--- src/rtl/pipelined_controller.sv ---
// pipelined_controller
//   Control path for the 5-stage RISC-V pipeline. Decodes the IF/ID
//   instruction in the D stage. Control then moves through the ID/EX, EX/MEM
//   and MEM/WB registers. The branch/jump redirect is resolved in E from the
//   ALU flags.
//
//   Optional feature: define CTRL_ILLEGAL_TRAP_EN to add the illegal_e
//   output. It is a registered flag for an unrecognised opcode or an
//   unsupported R-type encoding.
//
//   Parameters
//     ALUC_W      ALU control code width (>= 4)
//     FUNC3_PIPE  1: mem_size_m = funct3 of the M instruction; 0: fixed 3'b010
//
//   Ports
//     clk, rst                 clock, synchronous active-low reset
//     op_d/func3_d/func7_d     instruction fields from IF/ID
//     flush_e                  load a NOP bubble into ID/EX
//     zero_e/lt_e/ltu_e        ALU flags for the instruction in E
//     imm_src_d                immediate format (combinational)
//     alu_src_e, alu_ctrl_e    ALU operand select / operation
//     jalr_e, pc_src_e         redirect target select / take redirect
//     load_e                   E instruction is a load
//     reg_write_m, mem_write_m, mem_size_m
//     reg_write_w, result_src_w
//     illegal_e                (CTRL_ILLEGAL_TRAP_EN only)
module pipelined_controller #(
   parameter int ALUC_W     = 4,
   parameter bit FUNC3_PIPE = 1'b1
) (
   input  logic              clk,
   input  logic              rst,
   input  logic [6:0]        op_d,
   input  logic [2:0]        func3_d,
   input  logic [6:0]        func7_d,
   input  logic              flush_e,
   input  logic              zero_e,
   input  logic              lt_e,
   input  logic              ltu_e,
   output logic [2:0]        imm_src_d,
   output logic              alu_src_e,
   output logic [ALUC_W-1:0] alu_ctrl_e,
   output logic              jalr_e,
   output logic              pc_src_e,
   output logic              load_e,
   output logic              reg_write_m,
   output logic              mem_write_m,
   output logic [2:0]        mem_size_m,
   output logic              reg_write_w,
   output logic [1:0]        result_src_w
`ifdef CTRL_ILLEGAL_TRAP_EN
   ,
   output logic              illegal_e
`endif
);

   localparam logic [6:0] OP_R    = 7'b0110011;
   localparam logic [6:0] OP_I    = 7'b0010011;
   localparam logic [6:0] OP_LOAD = 7'b0000011;
   localparam logic [6:0] OP_STORE= 7'b0100011;
   localparam logic [6:0] OP_BR   = 7'b1100011;
   localparam logic [6:0] OP_JAL  = 7'b1101111;
   localparam logic [6:0] OP_JALR = 7'b1100111;
   localparam logic [6:0] OP_LUI  = 7'b0110111;

   localparam logic [ALUC_W-1:0] ALU_AND  = ALUC_W'(4'b0000);
   localparam logic [ALUC_W-1:0] ALU_OR   = ALUC_W'(4'b0001);
   localparam logic [ALUC_W-1:0] ALU_ADD  = ALUC_W'(4'b0010);
   localparam logic [ALUC_W-1:0] ALU_XOR  = ALUC_W'(4'b0011);
   localparam logic [ALUC_W-1:0] ALU_SLT  = ALUC_W'(4'b0100);
   localparam logic [ALUC_W-1:0] ALU_SLTU = ALUC_W'(4'b0101);
   localparam logic [ALUC_W-1:0] ALU_SUB  = ALUC_W'(4'b0110);
   localparam logic [ALUC_W-1:0] ALU_SLL  = ALUC_W'(4'b0111);
   localparam logic [ALUC_W-1:0] ALU_SRL  = ALUC_W'(4'b1000);
   localparam logic [ALUC_W-1:0] ALU_SRA  = ALUC_W'(4'b1001);

   typedef struct packed {
      logic              reg_write;
      logic [1:0]        result_src;
      logic              mem_write;
      logic              jump;
      logic              branch;
      logic              alu_src;
      logic              jalr;
      logic              load;
      logic [2:0]        func3;
      logic [ALUC_W-1:0] alu_ctrl;
   } ctrl_t;

   ctrl_t      dec;
   ctrl_t      bubble;
   ctrl_t      id_ex;
   logic       r_ok;
   logic       cond;
   logic       reg_write_m_q;
   logic       mem_write_m_q;
   logic [1:0] result_src_m;
   logic [2:0] func3_m;
   logic       reg_write_w_q;
   logic [1:0] result_src_w_q;

   // Supported R-type encodings: every funct3 with funct7=0, or SUB/SRA with funct7[5].
   assign r_ok = (func7_d == 7'b0000000) ||
                 (func7_d == 7'b0100000 && (func3_d == 3'b000 || func3_d == 3'b101));

   always_comb begin
      bubble          = '0;
      bubble.alu_ctrl = ALU_ADD;
   end

   always_comb begin
      dec          = bubble;
      dec.func3    = func3_d;
      imm_src_d    = 3'b000;
      case (op_d)
         OP_R: begin
            if (r_ok) begin
               dec.reg_write = 1'b1;
               case (func3_d)
                  3'b000:  dec.alu_ctrl = func7_d[5] ? ALU_SUB : ALU_ADD;
                  3'b001:  dec.alu_ctrl = ALU_SLL;
                  3'b010:  dec.alu_ctrl = ALU_SLT;
                  3'b011:  dec.alu_ctrl = ALU_SLTU;
                  3'b100:  dec.alu_ctrl = ALU_XOR;
                  3'b101:  dec.alu_ctrl = func7_d[5] ? ALU_SRA : ALU_SRL;
                  3'b110:  dec.alu_ctrl = ALU_OR;
                  default: dec.alu_ctrl = ALU_AND;
               endcase
            end
         end
         OP_I: begin
            dec.alu_src   = 1'b1;
            dec.reg_write = 1'b1;
            case (func3_d)
               3'b000:  dec.alu_ctrl = ALU_ADD;
               3'b001:  dec.alu_ctrl = ALU_SLL;
               3'b010:  dec.alu_ctrl = ALU_SLT;
               3'b011:  dec.alu_ctrl = ALU_SLTU;
               3'b100:  dec.alu_ctrl = ALU_XOR;
               3'b101:  dec.alu_ctrl = func7_d[5] ? ALU_SRA : ALU_SRL;
               3'b110:  dec.alu_ctrl = ALU_OR;
               default: dec.alu_ctrl = ALU_AND;
            endcase
         end
         OP_LOAD: begin
            dec.alu_src    = 1'b1;
            dec.result_src = 2'b01;
            dec.reg_write  = 1'b1;
            dec.load       = 1'b1;
         end
         OP_STORE: begin
            imm_src_d     = 3'b001;
            dec.alu_src   = 1'b1;
            dec.mem_write = 1'b1;
         end
         OP_BR: begin
            imm_src_d    = 3'b010;
            dec.alu_ctrl = ALU_SUB;
            dec.branch   = 1'b1;
         end
         OP_JAL: begin
            imm_src_d      = 3'b011;
            dec.result_src = 2'b10;
            dec.reg_write  = 1'b1;
            dec.jump       = 1'b1;
         end
         OP_JALR: begin
            dec.jalr       = 1'b1;
            dec.jump       = 1'b1;
            dec.alu_src    = 1'b1;
            dec.result_src = 2'b10;
            dec.reg_write  = 1'b1;
         end
         OP_LUI: begin
            imm_src_d      = 3'b100;
            dec.result_src = 2'b11;
            dec.reg_write  = 1'b1;
         end
         default: ;
      endcase
   end

   always_ff @(posedge clk) begin
      if (!rst) begin
         id_ex          <= bubble;
         reg_write_m_q  <= 1'b0;
         mem_write_m_q  <= 1'b0;
         result_src_m   <= 2'b00;
         func3_m        <= 3'b000;
         reg_write_w_q  <= 1'b0;
         result_src_w_q <= 2'b00;
      end else begin
         id_ex          <= flush_e ? bubble : dec;
         reg_write_m_q  <= id_ex.reg_write;
         mem_write_m_q  <= id_ex.mem_write;
         result_src_m   <= id_ex.result_src;
         func3_m        <= id_ex.func3;
         reg_write_w_q  <= reg_write_m_q;
         result_src_w_q <= result_src_m;
      end
   end

   always_comb begin
      cond = 1'b0;
      case (id_ex.func3)
         3'b000:  cond = zero_e;
         3'b001:  cond = !zero_e;
         3'b100:  cond = lt_e;
         3'b101:  cond = !lt_e;
         3'b110:  cond = ltu_e;
         3'b111:  cond = !ltu_e;
         default: cond = 1'b0;
      endcase
   end

   assign alu_src_e    = id_ex.alu_src;
   assign alu_ctrl_e   = id_ex.alu_ctrl;
   assign jalr_e       = id_ex.jalr;
   assign load_e       = id_ex.load;
   assign pc_src_e     = id_ex.jump | (id_ex.branch & cond);
   assign reg_write_m  = reg_write_m_q;
   assign mem_write_m  = mem_write_m_q;
   assign mem_size_m   = FUNC3_PIPE ? func3_m : 3'b010;
   assign reg_write_w  = reg_write_w_q;
   assign result_src_w = result_src_w_q;

`ifdef CTRL_ILLEGAL_TRAP_EN
   logic illegal_d;
   logic illegal_q;

   assign illegal_d = !(op_d inside {OP_R, OP_I, OP_LOAD, OP_STORE, OP_BR, OP_JAL, OP_JALR, OP_LUI}) ||
                      (op_d == OP_R && !r_ok);

   always_ff @(posedge clk) begin
      if (!rst || flush_e) illegal_q <= 1'b0;
      else                 illegal_q <= illegal_d;
   end

   assign illegal_e = illegal_q;
`endif

endmodule

--- config.mk ---
export PLATFORM = sky130hd
export DESIGN_NAME = pipelined_controller
export DESIGN_NICKNAME = d
export VERILOG_FILES = /design/src/rtl/pipelined_controller.sv
export SDC_FILE = /design/constraint.sdc
export NUM_CORES = 1
export LEC_CHECK = 0
export CORE_UTILIZATION = 31
export CTS_CLUSTER_SIZE = 40
export DETAILED_ROUTE_END_ITERATION = 8
export GPL_TIMING_DRIVEN = 0
export PLACE_DENSITY_LB_ADDON = 0.2
export SYNTH_ARGS = -nofsm -noshare
export SYNTH_HDL_FRONTEND = slang
export SYNTH_SLANG_ARGS = --single-unit
--- constraint.sdc ---
create_clock -name clk -period 4 [get_ports clk]
set_input_delay 1 -clock clk [delete_from_list [all_inputs] [get_ports clk]]
set_output_delay 1 -clock clk [all_outputs]
set_load 0.02 [all_outputs]
# After elaboration in Yosys (flattened, before gate mapping)
# Cells that the tools add are included.
dict set report classes {
  n_reduce_logical 13
  n_eq_ne 20
  bitwise_logic 3
  mux 17
}
# cell count
set ops {}
lappend ops {{one-hot mux 4 bit (7 select lines)} 2}
lappend ops {{equality test 7 x 6 -> 1 bit (second input constant)} 4}
lappend ops {{equality test 3 bit (second input constant)} 7}
lappend ops {{equality test 7 bit (second input constant)} 3}
lappend ops {{one-hot mux 3 bit (4 select lines)} 1}
lappend ops {{one-hot mux 4 bit (3 select lines)} 1}
lappend ops {{two-way mux 1 bit} 8}
lappend ops {{equality test 7 x 2 -> 1 bit (second input constant)} 1}
lappend ops {{equality test 7 x 5 -> 1 bit (second input constant)} 1}
lappend ops {{logical NOT 7 bit} 1}
lappend ops {{equality test 3 x 1 -> 1 bit (second input constant)} 2}
lappend ops {{equality test 3 x 2 -> 1 bit (second input constant)} 2}
lappend ops {{logical NOT 3 bit} 2}
lappend ops {{one-hot mux 1 bit (6 select lines)} 1}
lappend ops {{one-hot mux 2 bit (3 select lines)} 1}
lappend ops {{OR reduction 5 bit} 1}
lappend ops {{two-way mux 4 bit} 1}
lappend ops {{OR reduction 2 bit} 2}
lappend ops {{OR reduction 4 bit} 1}
lappend ops {{logical NOT 1 bit} 3}
lappend ops {{two-way mux 3 bit} 1}
lappend ops {{logical OR 1 bit} 2}
lappend ops {{one-hot mux 1 bit (2 select lines)} 1}
lappend ops {{bitwise AND 1 bit} 1}
lappend ops {{other kinds (3)} 3}
dict set report totals {
  out_inout_bits 19
  regBits 26
}

# Depth between registers and ports, before layout
# Gate-level depths: netlist of run 1.
dict set report depth {
  depth_word 6
  depth_mapped 5
}

# Worst setup path before layout of run 1
# OpenSTA, ideal clock, no wires.
dict set report synth_timing {
  path_type {input -> output}
  start {input op_d[3]}
  end {output imm_src_d[0]}
  path_stages 4
  path_slack_ps 1001
  arrival_ps 1999
  n_path_buf 0
  path_cell_list {nand3b_2 nor4b_1 inv_1 o21ai_1}
}
dict set report synth_via {
  elab_chain_cells 2
  word_cells_on_any_way 5
  cone_classes {4 x eq/ne; 1 x mux}
}
# element line_no
set synth_lines {}
lappend synth_lines {{from (decl)} 33} ;# input logic [6:0] op_d,
lappend synth_lines {{equality test 7 x 6 -> 1 bit or equality test 7 bit (tied branches)} 115} ;# case (op_d)
lappend synth_lines {{one-hot mux 3 bit (4 select lines) *} 115}
lappend synth_lines {{to (decl)} 40} ;# output logic [2:0] imm_src_d,
# Every way passes the cells marked *; elsewhere a longest branch is shown, timed or not.

# Worst setup path after layout of run 1
dict set report layout_timing {
  start {input op_d[3]}
  end {output imm_src_d[1]}
}
# The elaborated chain is that of the path after synthesis.

==> results.toml, run 1 <==
[job]
cap_violations = 0

[global_routing]
antenna_found_initial = 0
grt_max_degree = 15
track_usage_pct = 10.6
grt_pass1_wl_mm = 2.79
grt_remaining_overflow = 0
first_global_vias = 694

[layout]
drive_gt1_share_pct = 13.4
final_cell_mix = "clkdlybuf4s50_1, dfxtp_1, and2_1"
diodes = 0
utilization_pct = 49.0
layout_commonest_cell = "clkdlybuf4s50_1"
finalInstanceArea_um2 = 1510
fillers = 300
areaGrowthSynthToFinish_pct = 49.3
nets = 166

[timing]
clock-skew-final_ns = 0.000750
setup_viol = 0
fin_hold_ws_ns = 0.448
min_period_over_period_pct = 98.0
relSlewSlack_pct = 77.4
worst_pin_slew_ns = 0.338
hold_viol = 0
rsz0062_at_grt = "false"
drv_slew = 0
layout_min_cycle_time_ns = 3.92
final.setup.tns_ns = 0
clock.fmax_ghz = 0.255

[placement]
numPortBuffers = 40
place_area_um2 = 1470
routabilityCongestion = 0.752
place_hpwl_mm = 1.45

[status]
status = "complete, no violations"

[power_and_ir_drop]
seq_power_share_pct = 59.6
p_per_area_nw_per_um2 = 292
cell_internal_pwr_mw = 0.348
leakage_nw = 0.573
power_mw = 0.441
clockPowerShare_pct = 28.0
p_sw_share_pct = 21.0
netSwitchingPower_mw = 0.0926
p_comb_share_pct = 12.3
ir_drop_v = 0.0000949

[clock_network]
postCtsHoldBufs = 0
cts_buffers = 3
cts_tree = "built"
clockBufferDepth = 2
cts_resized = 1
cts_sinks = 26
cts_setup_buffers = 0
cts.clk_slew.worst_paths_ns = 0.13
htreeDepth = 1
clock_latency_ns = 0.31
cts_root_buffer = "clkbuf_4"

[routing]
via_per_inst = 4.26
vias = 793
drc = 0
first_pass_iters = 4
wl_per_cell_um = 9.48
drt_iter0_drc = 14
ant_nets = 0
routed_wl_mm = 1.76

[yosys]
syn_nets = 121
avgSynthCellArea_um2 = 10.3
yosysSeqAreaShare_pct = 51.5
yosys_register_bits = 26
synthArstFlopShare_pct = 0
ys_types = 35
synthesis.instances = 98
synth_area_um2 = 1010
synth_edf_count = 0
ys_warn_count = 0
ys.flop_type = "dfxtp_1"

[die]
core_um2 = 3080
start_util_pct = 32.8
die_x_um = 59.1
io_pins = 42
die_h_um = 59.1
row_count = 20
dieArea_um2 = 3490

[worst_setup_path]
required_ns = 3.00
worst-path-max-fanout = 4
cp-start-kind = "input pin"
crit_type = "input pin to output pin"
arrival_ns = 2.92
end_kind = "output pin"

[hold_path]
hold_class = "flip-flop to flip-flop"
cell type report:
type / instances / area [µm²] / area share [%]
well taps: 44 / 55.1 / 3.65
multi-input cells: 63 / 432 / 28.6
plain buffers: 7 / 56.3 / 3.73
repair buffers: 40 / 400 / 26.6
clock buffers: 4 / 36.3 / 2.41
inverters: 2 / 7.51 / 0.498
flip-flops and latches: 26 / 520 / 34.5
synthesized netlist by cell type (3+ instances only):
cell,n,area share (%)
dfxtp_1,26,52
and2_1,12,7.4
nand2_1,6,2.2
nor2_1,6,2.2
buf_4,4,3.0
nand3_1,3,1.5
nor3_1,3,1.5
o21ai_1,3,1.5
xor2_1,3,2.6
power groups by stage:
stage | combinational (mW) | sequential (mW) | clock, mW
4_1_cts | 0.0548 | 0.263 | 0.129
2_1_floorplan | 0.0208 | 0.270 | 0
5_1_grt | 0.0590 | 0.263 | 0.139
6_report | 0.0544 | 0.263 | 0.124
3_5_place_dp | 0.0543 | 0.269 | 0
3_3_place_gp | 0.0535 | 0.268 | 0
logic make-up after synthesis:
logic type | count (synthesis) | synth area share [%]
flip-flops | 26 | 51.5
multiplexers | 1 | 0.991
AO/OA/AOI/OAI | 14 | 10.5
buffers and inverters | 9 | 6.32
XOR/XNOR | 3 | 2.60
AND/OR/NAND/NOR | 45 | 28.0
registers in the layout, summed over array words and instances (netlist names), 2 cells and up:
register	cells
alu_ctrl_e	4
result_src_w	2
result_src_m	2
mem_size_m	3
id_ex	9
critical path: stages:
cell and delay [ns]:
clkdlybuf4s50_1 0.44, nand3b_2 0.28, nor4b_2 0.35, nand2_1 0.16, nand2_1 0.09, clkdlybuf4s50_1 0.59
per-layer routing:
layer / vias to the layer above / wire, µm / track usage (%) / share of wire, %
met1: 345 / 753 / 11.8 / 43
met4: 0 / 27 / 6.12 / 1.5
met5: - / 0 / 0 / 0
li1: 420 / - / - / -
met2: 26 / 900 / 19.3 / 51
met3: 2 / 81 / 1.53 / 4.6
path summary, 6_finish.rpt:
kind	slack (ns)	end	depth (start not counted)	startpoint
max	0.08	imm_src_d[1]	6	op_d[3]
min	0.45	result_src_w[0]$_SDFF_PN0_	1	result_src_m[0]$_SDFF_PN0_
max reg2reg	3.40	mem_size_m[0]$_SDFF_PN0_	1	id_ex[4]$_SDFF_PP0_
min reg2reg	0.45	result_src_w[0]$_SDFF_PN0_	1	result_src_m[0]$_SDFF_PN0_
stage by stage:
step,std cells,setup slack (ns)
2_1_floorplan,98,1.00
3_3_place_gp,182,0.0420
3_5_place_dp,182,-0.0353
4_1_cts,186,0.0898
5_1_grt,186,0.0101
6_report,186,0.0799
Power figures use the tool's default switching activity.
==> run 2: changes to the inputs <==
--- a/config.mk
+++ b/config.mk
@@ -5,11 +5,13 @@
 export SDC_FILE = /design/constraint.sdc
 export NUM_CORES = 1
 export LEC_CHECK = 0
+export CAP_MARGIN = 0
 export CORE_UTILIZATION = 31
 export CTS_CLUSTER_SIZE = 40
 export DETAILED_ROUTE_END_ITERATION = 8
 export GPL_TIMING_DRIVEN = 0
 export PLACE_DENSITY_LB_ADDON = 0.2
+export SLEW_MARGIN = 20
 export SYNTH_ARGS = -nofsm -noshare
 export SYNTH_HDL_FRONTEND = slang
 export SYNTH_SLANG_ARGS = --single-unit
==> constraint.sdc (replaced) <==
create_clock -name clk -period 4.1 [get_ports clk]
set_input_delay 1.025 -clock clk [delete_from_list [all_inputs] [get_ports clk]]
set_output_delay 1.025 -clock clk [all_outputs]
set_load 0.02 [all_outputs]
==> results.toml, run 2 (synthesis results as in run 1) <==
[layout]
areaGrowthSynthToFinish_pct = 49.3
nets = 166
regMostFlops = "id_ex"
diodes = 0
layout_commonest_cell = "clkdlybuf4s50_1"
utilization_pct = 49.0
final_cells = 186
drive_gt1_share_pct = 13.4
largest_register_ffs = 9
final_cell_mix = "clkdlybuf4s50_1, dfxtp_1, and2_1"

[hold_path]
hold_depth = 1
hold_class = "flip-flop to flip-flop"

[global_routing]
track_usage_pct = 10.6
antenna_found_initial = 0
first_global_vias = 694
grt_remaining_overflow = 0
grt_pass1_wl_mm = 2.79
grt_max_degree = 15

[die]
core_um2 = 3080
start_util_pct = 32.8
dieArea_um2 = 3490
die_x_um = 59.1
row_count = 20
io_pins = 42
die_h_um = 59.1

[timing]
layout_min_cycle_time_ns = 3.96
rsz0062_at_grt = "false"
fin_hold_ws_ns = 0.448
drv_slew = 0
hold_viol = 0
clock-skew-final_ns = 0.000750
min_period_over_period_pct = 96.7
setup_viol = 0
worst_pin_slew_ns = 0.338
clock.fmax_ghz = 0.252
relSlewSlack_pct = 77.4
final.setup.tns_ns = 0

[clock_network]
cts.clk_slew.worst_paths_ns = 0.13
cts_root_buffer = "clkbuf_4"
cts_sinks = 26
clock_latency_ns = 0.31
cts_setup_buffers = 0
clockBufferDepth = 2
htreeDepth = 1
cts_tree = "built"
cts_buffers = 3

[worst_setup_path]
cp-start-kind = "input pin"
r2r_cells = 1
crit_type = "input pin to output pin"
required_ns = 3.07
worst-path-max-fanout = 4
arrival_ns = 2.94
end_kind = "output pin"

[routing]
drc = 0
drt_iter0_drc = 15
vias = 801
wl_per_cell_um = 9.46
via_per_inst = 4.31
first_pass_iters = 4
ant_nets = 0
routed_wl_mm = 1.76

[power_and_ir_drop]
netSwitchingPower_mw = 0.0903
p_per_area_nw_per_um2 = 285
leakage_nw = 0.573
ir_drop_v = 0.0000926
power_mw = 0.430
cell_internal_pwr_mw = 0.340
p_sw_share_pct = 21.0
p_comb_share_pct = 12.3
clockPowerShare_pct = 28.1
seq_power_share_pct = 59.6

[status]
status = "complete, no violations"

[placement]
dpl.cell_count = 182
routabilityCongestion = 0.752
numPortBuffers = 40
place_hpwl_mm = 1.45

[job]
cap_violations = 0
## run 2: cell counts in the layout (fill, tap and decap cells not counted)
No cell type changed its count.
## run 2: critical path, stage by stage
cell,delay [ns]
clkdlybuf4s50_1,0.44
nand3b_2,0.28
nor4b_2,0.35
nand2_1,0.16
nand2_1,0.09
clkdlybuf4s50_1,0.59
## run 2: cell type report
cell class | count | area, µm²
Clock buffer | 4 | 36.3
Inverter | 2 | 7.51
Sequential cell | 26 | 520
Multi-Input combinational cell | 63 | 432
Tap cell | 44 | 55.1
Fill cell | 300 | 1570
Timing Repair Buffer | 40 | 400
Buffer | 7 | 56.3
## run 2: layer usage
| layer | vias to the layer above | global-route usage, % | wire (µm) |
|---|---|---|---|
| li1 | 420 | - | - |
| met1 | 348 | 11.8 | 730 |
| met2 | 31 | 19.3 | 902 |
| met3 | 2 | 1.53 | 99 |
| met4 | 0 | 6.12 | 27 |
| met5 | - | 0 | 0 |
## run 2: through the flow
step / setup slack, ns / area (µm²)
2_1_floorplan: 1.05 / 1010
3_3_place_gp: 0.0920 / 1470
3_5_place_dp: 0.0147 / 1470
4_1_cts: 0.00219 / 1500
5_1_grt: 0.0601 / 1510
6_report: 0.136 / 1510
## run 2: worst paths after layout
path | start | slack (ns) | to
hold / removal | result_src_m[0]$_SDFF_PN0_ | 0.45 | result_src_w[0]$_SDFF_PN0_
setup reg to reg | id_ex[4]$_SDFF_PP0_ | 3.50 | mem_size_m[0]$_SDFF_PN0_
hold reg to reg | result_src_m[0]$_SDFF_PN0_ | 0.45 | result_src_w[0]$_SDFF_PN0_
setup / recovery | op_d[3] | 0.14 | imm_src_d[1]
## run 2: what timing repair did
item,CTS,global route
resized for setup,0,1
endpoints found under the setup margin,0,2
hold buffers,0,0
## run 2: power by group through the flow
stage / Sequential, mW / Combinational, mW / Clock [mW]
2_1_floorplan: 0.263 / 0.0203 / 0
3_3_place_gp: 0.262 / 0.0522 / 0
3_5_place_dp: 0.262 / 0.0530 / 0
4_1_cts: 0.256 / 0.0531 / 0.126
5_1_grt: 0.257 / 0.0576 / 0.136
6_report: 0.256 / 0.0530 / 0.121
